==> config.mk <==
export PLATFORM = sky130hd
export DESIGN_NAME = mem_align_sequencer_flat
export DESIGN_NICKNAME = d
export VERILOG_FILES = /design/src/rtl/mem_pkg.sv /design/src/rtl/mem_align_sequencer_if.sv /design/src/rtl/load_extender.sv /design/src/rtl/mem_align_sequencer.sv /design/src/flat_wrapper.sv
export SDC_FILE = /design/constraint.sdc
export NUM_CORES = 1
export LEC_CHECK = 0
export ABC_AREA = 0
export CAP_MARGIN = 20
export CORE_MARGIN = 2
export CORE_UTILIZATION = 42
export CTS_BUF_LIST = sky130_fd_sc_hd__clkbuf_4 sky130_fd_sc_hd__clkbuf_8
export CTS_CLUSTER_SIZE = 24
export DETAILED_ROUTE_END_ITERATION = 8
export HOLD_SLACK_MARGIN = 0.05
export MAX_ROUTING_LAYER = met4
export PLACE_DENSITY = 0.77
export SLEW_MARGIN = 20
export SYNTH_ARGS = -nofsm -noshare
export SYNTH_HDL_FRONTEND = slang
export SYNTH_HIERARCHICAL = 1
export SYNTH_SLANG_ARGS = --single-unit
==> constraint.sdc <==
create_clock -name clk -period 2.3 [get_ports clk]
set_input_delay 0.345 -clock clk [delete_from_list [all_inputs] [get_ports clk]]
set_output_delay 0.345 -clock clk [all_outputs]
set_load 0.005 [all_outputs]
==> src/rtl/mem_pkg.sv <==
// Shared definitions for the memory alignment sequencer: RISC-V Funct3 codes,
// FSM states, access sizes and size/alignment helpers.
package mem_pkg;

    localparam logic [2:0] F3_LB  = 3'b000;
    localparam logic [2:0] F3_LH  = 3'b001;
    localparam logic [2:0] F3_LW  = 3'b010;
    localparam logic [2:0] F3_LBU = 3'b100;
    localparam logic [2:0] F3_LHU = 3'b101;
    localparam logic [2:0] F3_SB  = 3'b000;
    localparam logic [2:0] F3_SH  = 3'b001;
    localparam logic [2:0] F3_SW  = 3'b010;

    typedef enum logic [1:0] {IDLE, LD_HI, ST_BYTE} state_t;
    typedef enum logic [1:0] {SZ_B, SZ_H, SZ_W} size_t;

    // Unlisted encodings fall through to a full word access.
    function automatic size_t size_decode(input logic [2:0] f3);
        case (f3)
            F3_LB, F3_LBU: return SZ_B;
            F3_LH, F3_LHU: return SZ_H;
            default:       return SZ_W;
        endcase
    endfunction

    function automatic logic is_misaligned(input size_t sz, input logic [1:0] off);
        return ((sz == SZ_H) && off[0]) || ((sz == SZ_W) && (off != 2'b00));
    endfunction

endpackage

==> src/rtl/mem_align_sequencer_if.sv <==
// Request/response and data-memory port bundle for the alignment sequencer.
// Handshake: a request completes on the rising edge where req_valid=1 and
// stall=0; while stall=1 the requester must hold every req_* input stable.
interface mem_align_sequencer_if #(
    parameter int DM_ADDRESS = 9,
    parameter int DATA_W     = 32
);
    logic                  req_valid;
    logic                  req_read;
    logic                  req_write;
    logic [DM_ADDRESS-1:0] req_addr;
    logic [DATA_W-1:0]     req_wdata;
    logic [2:0]            req_funct3;
    logic                  stall;
    logic [DATA_W-1:0]     load_data;
    logic                  load_valid;
    logic                  dm_MemRead;
    logic                  dm_MemWrite;
    logic [DM_ADDRESS-1:0] dm_a;
    logic [DATA_W-1:0]     dm_wd;
    logic [2:0]            dm_Funct3;
    logic [DATA_W-1:0]     dm_rd;

    modport slave (
        input  req_valid, req_read, req_write, req_addr, req_wdata, req_funct3, dm_rd,
        output stall, load_data, load_valid, dm_MemRead, dm_MemWrite, dm_a, dm_wd, dm_Funct3
    );

    modport master (
        output req_valid, req_read, req_write, req_addr, req_wdata, req_funct3, dm_rd,
        input  stall, load_data, load_valid, dm_MemRead, dm_MemWrite, dm_a, dm_wd, dm_Funct3
    );
endinterface

==> src/rtl/load_extender.sv <==
// Selects a byte/half/word from a 64-bit two-word window at a byte offset and
// sign- or zero-extends it according to the load Funct3.
module load_extender
    import mem_pkg::*;
(
    input  logic [63:0] merged,
    input  logic [1:0]  offset,
    input  logic [2:0]  funct3,
    output logic [31:0] data
);

    logic [31:0] window;

    assign window = merged[{1'b0, offset, 3'b000} +: 32];

    always_comb begin
        data = window;
        case (funct3)
            F3_LB:   data = {{24{window[7]}}, window[7:0]};
            F3_LH:   data = {{16{window[15]}}, window[15:0]};
            F3_LBU:  data = {24'b0, window[7:0]};
            F3_LHU:  data = {16'b0, window[15:0]};
            default: data = window;
        endcase
    end

endmodule

==> src/rtl/mem_align_sequencer.sv <==
// Splits misaligned loads/stores into aligned data-memory accesses, stalling
// the pipeline until done; loads always go out as LW and are extended here.
module mem_align_sequencer
    import mem_pkg::*;
#(
    parameter int DM_ADDRESS = 9,
    parameter int DATA_W     = 32
) (
    input  logic                      clk,
    input  logic                      reset,
    mem_align_sequencer_if.slave      bus,
    output state_t                    state_dbg
);

    localparam logic [DM_ADDRESS-1:0] WORD_STEP = DM_ADDRESS'(4);

    state_t              state, state_n;
    logic [1:0]          cnt, cnt_n;
    logic [DATA_W-1:0]   lo_word, lo_word_n;
    size_t               size;
    logic                misaligned;
    logic                is_load;
    logic                is_store;
    logic [1:0]          last_cnt;
    logic [DM_ADDRESS-1:0] word_addr;
    logic [2*DATA_W-1:0] ext_in;
    logic [DATA_W-1:0]   ext_out;
    logic                load_valid_raw;

    assign size       = size_decode(bus.req_funct3);
    assign misaligned = is_misaligned(size, bus.req_addr[1:0]);
    assign word_addr  = {bus.req_addr[DM_ADDRESS-1:2], 2'b00};
    assign is_load    = bus.req_valid && bus.req_read;
    assign is_store   = bus.req_valid && !bus.req_read && bus.req_write;
    assign last_cnt   = (size == SZ_H) ? 2'd1 : 2'd3;
    assign state_dbg  = state;

    always_ff @(posedge clk) begin
        if (reset) begin
            state   <= IDLE;
            cnt     <= 2'd0;
            lo_word <= '0;
        end else begin
            state   <= state_n;
            cnt     <= cnt_n;
            lo_word <= lo_word_n;
        end
    end

    always_comb begin
        state_n         = state;
        cnt_n           = cnt;
        lo_word_n       = lo_word;
        bus.stall       = 1'b0;
        load_valid_raw  = 1'b0;
        bus.dm_MemRead  = 1'b0;
        bus.dm_MemWrite = 1'b0;
        bus.dm_a        = '0;
        bus.dm_wd       = '0;
        bus.dm_Funct3   = F3_LW;
        ext_in          = {{DATA_W{1'b0}}, bus.dm_rd};

        unique case (state)
            IDLE: begin
                if (is_load) begin
                    bus.dm_MemRead = 1'b1;
                    bus.dm_a       = word_addr;
                    if (misaligned) begin
                        bus.stall = 1'b1;
                        lo_word_n = bus.dm_rd;
                        state_n   = LD_HI;
                    end else begin
                        load_valid_raw = 1'b1;
                    end
                end else if (is_store) begin
                    bus.dm_MemWrite = 1'b1;
                    bus.dm_a        = bus.req_addr;
                    if (misaligned) begin
                        bus.dm_wd     = DATA_W'(bus.req_wdata[7:0]);
                        bus.dm_Funct3 = F3_SB;
                        bus.stall     = 1'b1;
                        cnt_n         = 2'd1;
                        state_n       = ST_BYTE;
                    end else begin
                        bus.dm_wd = bus.req_wdata;
                        case (size)
                            SZ_B:    bus.dm_Funct3 = F3_SB;
                            SZ_H:    bus.dm_Funct3 = F3_SH;
                            default: bus.dm_Funct3 = F3_SW;
                        endcase
                    end
                end
            end

            // Upper word of a misaligned load; address wraps silently at the top.
            LD_HI: begin
                bus.dm_MemRead = 1'b1;
                bus.dm_a       = word_addr + WORD_STEP;
                ext_in         = {bus.dm_rd, lo_word};
                load_valid_raw = 1'b1;
                state_n        = IDLE;
            end

            ST_BYTE: begin
                bus.dm_MemWrite = 1'b1;
                bus.dm_a        = bus.req_addr + DM_ADDRESS'(cnt);
                bus.dm_wd       = DATA_W'(bus.req_wdata[{cnt, 3'b000} +: 8]);
                bus.dm_Funct3   = F3_SB;
                if (cnt == last_cnt) begin
                    cnt_n   = 2'd0;
                    state_n = IDLE;
                end else begin
                    bus.stall = 1'b1;
                    cnt_n     = cnt + 2'd1;
                end
            end

            default: state_n = IDLE;
        endcase
    end

    load_extender u_ext (
        .merged (ext_in),
        .offset (bus.req_addr[1:0]),
        .funct3 (bus.req_funct3),
        .data   (ext_out)
    );

    // A load caught by reset never reports completion.
    assign bus.load_valid = load_valid_raw && !reset;
    assign bus.load_data  = bus.load_valid ? ext_out : '0;

endmodule

==> src/flat_wrapper.sv <==
// flat-port wrapper written by rule: the top's interface ports become plain ports
module mem_align_sequencer_flat import mem_pkg::*;
#(
    parameter int DM_ADDRESS = 9,
    parameter int DATA_W     = 32
)
  (clk, reset, state_dbg, bus_req_valid, bus_req_read, bus_req_write, bus_req_addr, bus_req_wdata, bus_req_funct3, bus_dm_rd, bus_stall, bus_load_data, bus_load_valid, bus_dm_MemRead, bus_dm_MemWrite, bus_dm_a, bus_dm_wd, bus_dm_Funct3);
  mem_align_sequencer_if #(.DM_ADDRESS(DM_ADDRESS), .DATA_W(DATA_W)) bus_i ();
  input  logic clk;
  input  logic reset;
  output state_t state_dbg;
  input wire logic [$bits(bus_i.req_valid)-1:0] bus_req_valid;
  input wire logic [$bits(bus_i.req_read)-1:0] bus_req_read;
  input wire logic [$bits(bus_i.req_write)-1:0] bus_req_write;
  input wire logic [$bits(bus_i.req_addr)-1:0] bus_req_addr;
  input wire logic [$bits(bus_i.req_wdata)-1:0] bus_req_wdata;
  input wire logic [$bits(bus_i.req_funct3)-1:0] bus_req_funct3;
  input wire logic [$bits(bus_i.dm_rd)-1:0] bus_dm_rd;
  output wire logic [$bits(bus_i.stall)-1:0] bus_stall;
  output wire logic [$bits(bus_i.load_data)-1:0] bus_load_data;
  output wire logic [$bits(bus_i.load_valid)-1:0] bus_load_valid;
  output wire logic [$bits(bus_i.dm_MemRead)-1:0] bus_dm_MemRead;
  output wire logic [$bits(bus_i.dm_MemWrite)-1:0] bus_dm_MemWrite;
  output wire logic [$bits(bus_i.dm_a)-1:0] bus_dm_a;
  output wire logic [$bits(bus_i.dm_wd)-1:0] bus_dm_wd;
  output wire logic [$bits(bus_i.dm_Funct3)-1:0] bus_dm_Funct3;
  assign bus_i.req_valid = bus_req_valid;
  assign bus_i.req_read = bus_req_read;
  assign bus_i.req_write = bus_req_write;
  assign bus_i.req_addr = bus_req_addr;
  assign bus_i.req_wdata = bus_req_wdata;
  assign bus_i.req_funct3 = bus_req_funct3;
  assign bus_i.dm_rd = bus_dm_rd;
  assign bus_stall = bus_i.stall;
  assign bus_load_data = bus_i.load_data;
  assign bus_load_valid = bus_i.load_valid;
  assign bus_dm_MemRead = bus_i.dm_MemRead;
  assign bus_dm_MemWrite = bus_i.dm_MemWrite;
  assign bus_dm_a = bus_i.dm_a;
  assign bus_dm_wd = bus_i.dm_wd;
  assign bus_dm_Funct3 = bus_i.dm_Funct3;
  mem_align_sequencer #(.DM_ADDRESS(DM_ADDRESS), .DATA_W(DATA_W)) u_core (.clk(clk), .reset(reset), .bus(bus_i), .state_dbg(state_dbg));
endmodule
==> results_tabular.tex <==
\begin{tabular}{lr}
\hline
Metric & Value \\
\hline
\multicolumn{2}{l}{\textbf{Power and ir drop}} \\
PD cells & a little over 300 nW/um2 \\
Worst vdd ir & $\sim$0.00026 V \\
Combinational power share & around 48\% \\
Clock Power Share & roughly 22\% \\
Internal Dissipation & 0.00145 W \\
Part of the power in registers & between 30\% and 40\% \\
Reported leakage power & around 3.2 nW \\
Sw Ratio & between 30\% and 40\% \\
Switching power & roughly 0.00076 W \\
\multicolumn{2}{l}{\textbf{Route}} \\
Number of search-and-repair iterations in the first detailed-routing pass & 5 \\
Wire length per cell after detailed routing & $\sim$19 um \\
Post-DRT Antenna Nets & 0 \\
Remaining routing DRC violations & 0 \\
Starting DRT DRC Count & 557 \\
DRT Wirelength & 16.9 mm \\
Total number of vias & approximately 5000 \\
Ratio of routed vias to standard cells & approximately 5.7 \\
\multicolumn{2}{l}{\textbf{Job}} \\
Max-cap violations & 0 \\
\multicolumn{2}{l}{\textbf{Placement}} \\
Post-detailed-placement half-perimeter wirelength & roughly 11 mm \\
Gp weighted congestion & about 0.91 \\
Count of input and output buffers & between 150 and 200 \\
Placement Setup Slack & -0.590 ns \\
Count of placed standard cells including taps & around 830 \\
\multicolumn{2}{l}{\textbf{CTS}} \\
Bufs on Longest Clock Path & 2 \\
CTS H-tree depth & 2 \\
Insertion delay to the later sink of the worst-skew pair & 0.30 ns \\
Clock buffers created by TritonCTS & 5 \\
Clock tree from TritonCTS & yes \\
Clock root cell & clkbuf\_8 \\
Number of hold buffers added after cts & 0 \\
Clock-pin slew on the worst setup and hold paths & about 0.080 ns \\
Sink count of the clock tree & 36 \\
\multicolumn{2}{l}{\textbf{Layout}} \\
Count of non-filler cells in the finished layout & $\sim$870 \\
Share of post-route cells with drive strength above 1 & 37.2\% \\
Final Net Count & roughly 800 \\
Core occupancy in the finished layout & between 70 and 80\% \\
Syn-to-layout area delta & 67.9\% \\
\multicolumn{2}{l}{\textbf{Worst setup path}} \\
Type of origin of the critical path & flop \\
Kind of end point of the critical path & output pin \\
Crit path DAT & about 2.5 ns \\
Worst r2r path cells & 7 \\
Largest driver fanout on the critical path & 5 \\
Data required time of the critical path & 1.96 ns \\
Crit path kind & flop to output pin \\
\multicolumn{2}{l}{\textbf{Timing}} \\
Count of final setup violators & 45 \\
Setup repair after global routing missed its margin & yes \\
Number of endpoints with negative hold slack in the final report & 0 \\
Final Hold Slack & 0.503 ns \\
Number of slew-limit violations in the final report & 0 \\
Max Clk Rate & between 300 and 400 MHz \\
Crit path setup slack, layout & -0.498 ns \\
Minimum period implied by the final worst setup slack & roughly 2.8 ns \\
Final setup skew & 0.00382 ns \\
Final cycle utilization of the critical path & 122\% \\
\multicolumn{2}{l}{\textbf{Synthesis}} \\
Average cell area after synthesis & slightly above 8 um2 \\
Synthesized instance count & roughly 520 \\
Syn nets & about 610 \\
Yosys warning total & 6 \\
Post-synthesis instance area & between 4000 and 5000 um2 \\
\multicolumn{2}{l}{\textbf{Outcome}} \\
Outcome & complete, but fails checks \\
Violations in the final reports & negative setup slack \\
\multicolumn{2}{l}{\textbf{Global route}} \\
Wire length of the first global-routing pass & between 20 and 30 mm \\
Number of global-route vias before repair & a little under 5000 \\
Antenna violations before repair & 1 \\
Global route overflow & 0 \\
Total routing resource utilization after global routing & 30.4\% \\
Largest net degree at the start of global routing & 38 \\
\multicolumn{2}{l}{\textbf{Die}} \\
Overall die height & roughly 100 um \\
Area inside the core boundary & slightly below 10000 um2 \\
Effective utilization at floorplan & between 40\% and 50\% \\
Width of the die & $\sim$100 um \\
Placement Rows & 36 \\
Boundary pin count & approximately 160 \\
Full die area & roughly 11000 um2 \\
\multicolumn{2}{l}{\textbf{Hold path}} \\
Instance count along the most critical hold path & 2 \\
Worst min-delay path class & flop to flop \\
\hline
\end{tabular}
==> worst paths after layout <==
| check | start | to | slack [ns] |
|---|---|---|---|
| worst min-delay path | u_core/lo_word[4]$_SDFFE_PP0P_ | u_core/lo_word[4]$_SDFFE_PP0P_ | 0.50 |
| worst max register to register | u_core/state_dbg[0]$_SDFFE_PP0P_ | u_core/lo_word[5]$_SDFFE_PP0P_ | 0.35 |
| worst min register to register | u_core/lo_word[4]$_SDFFE_PP0P_ | u_core/lo_word[4]$_SDFFE_PP0P_ | 0.50 |
| worst max-delay path | u_core/state_dbg[0]$_SDFFE_PP0P_ | bus_load_data[26] | -0.50 |
==> layout make-up <==
cell class,instances,area [um2]
Multi-Input combinational cell,436,3560
Fill cell,692,2700
Timing Repair Buffer,259,2520
Sequential cell,36,733
Tap cell,133,166
Clock buffer,5,68.8
Clock inverter,3,21.3
Inverter,1,3.75
Antenna cell,1,2.50
==> metrics by stage <==
step | power [W] | setup TNS [ns] | cell area, um2
2_1_floorplan | 0.00114 | -0.711 | 4330
3_3_place_gp | 0.00154 | -36.71 | 6310
3_5_place_dp | 0.00156 | -41.40 | 6310
4_1_cts | 0.00214 | -12.03 | 6890
5_1_grt | 0.00229 | -16.53 | 7080
6_report | 0.00220 | -14.09 | 7080
==> layout by cell type (no fill, tap or decap), types with 14 or more instances in the layout <==
| cell | instances |
|---|---|
| and2_1 | 42 |
| and2_4 | 15 |
| and3_1 | 24 |
| buf_12 | 14 |
| buf_2 | 29 |
| buf_4 | 59 |
| buf_6 | 22 |
| clkdlybuf4s50_1 | 87 |
| dfxtp_1 | 32 |
| dlygate4sd2_1 | 35 |
| mux2i_1 | 32 |
| mux4_2 | 42 |
| nand2_1 | 86 |
| nand2_2 | 31 |
| nand2_4 | 14 |
| nor2_1 | 39 |
| o21ai_1 | 19 |
==> power by group through the flow <==
stage / Sequential [W] / Clock (W) / Combinational, W
2_1_floorplan: 0.000672 / 0 / 0.000465
6_report: 0.000665 / 0.000486 / 0.00105
3_5_place_dp: 0.000676 / 0 / 0.000885
3_3_place_gp: 0.000674 / 0 / 0.000863
4_1_cts: 0.000663 / 0.000484 / 0.000990
5_1_grt: 0.000668 / 0.000510 / 0.00111
==> critical path, cell delays in order, from the launching register on <==
cell and delay (ns):
dfxtp_4 0.39, buf_6 0.11, nand2b_4 0.11, nand2_4 0.09, nand2_4 0.07, mux4_2 0.51, mux2i_4 0.26, clkbuf_16 0.20
buf_6 0.09, o21ai_1 0.06, and2_1 0.15, buf_2 0.12
==> flip-flops by register name (all words and copies together) (netlist names) <==
signal and cells:
u_core/cnt 2, u_core/lo_word 32, u_core/state_dbg 2
==> what timing repair did <==
item,CTS,global route
buffers inserted,31,5
cloned,7,3
setup endpoints to repair,77,49
resized for setup,266,52
pin swaps,43,29
==> metal layers <==
metal / vias to the layer above / global-route usage (%) / share of wire, %
li1: 2273 / - / -
met4: 0 / 11.0 / 3.8
met5: - / - / 0
met2: 328 / 49.6 / 48
met3: 56 / 5.26 / 9.1
met1: 2340 / 38.0 / 39
Note: power is estimated with default switching activity, not from simulation.
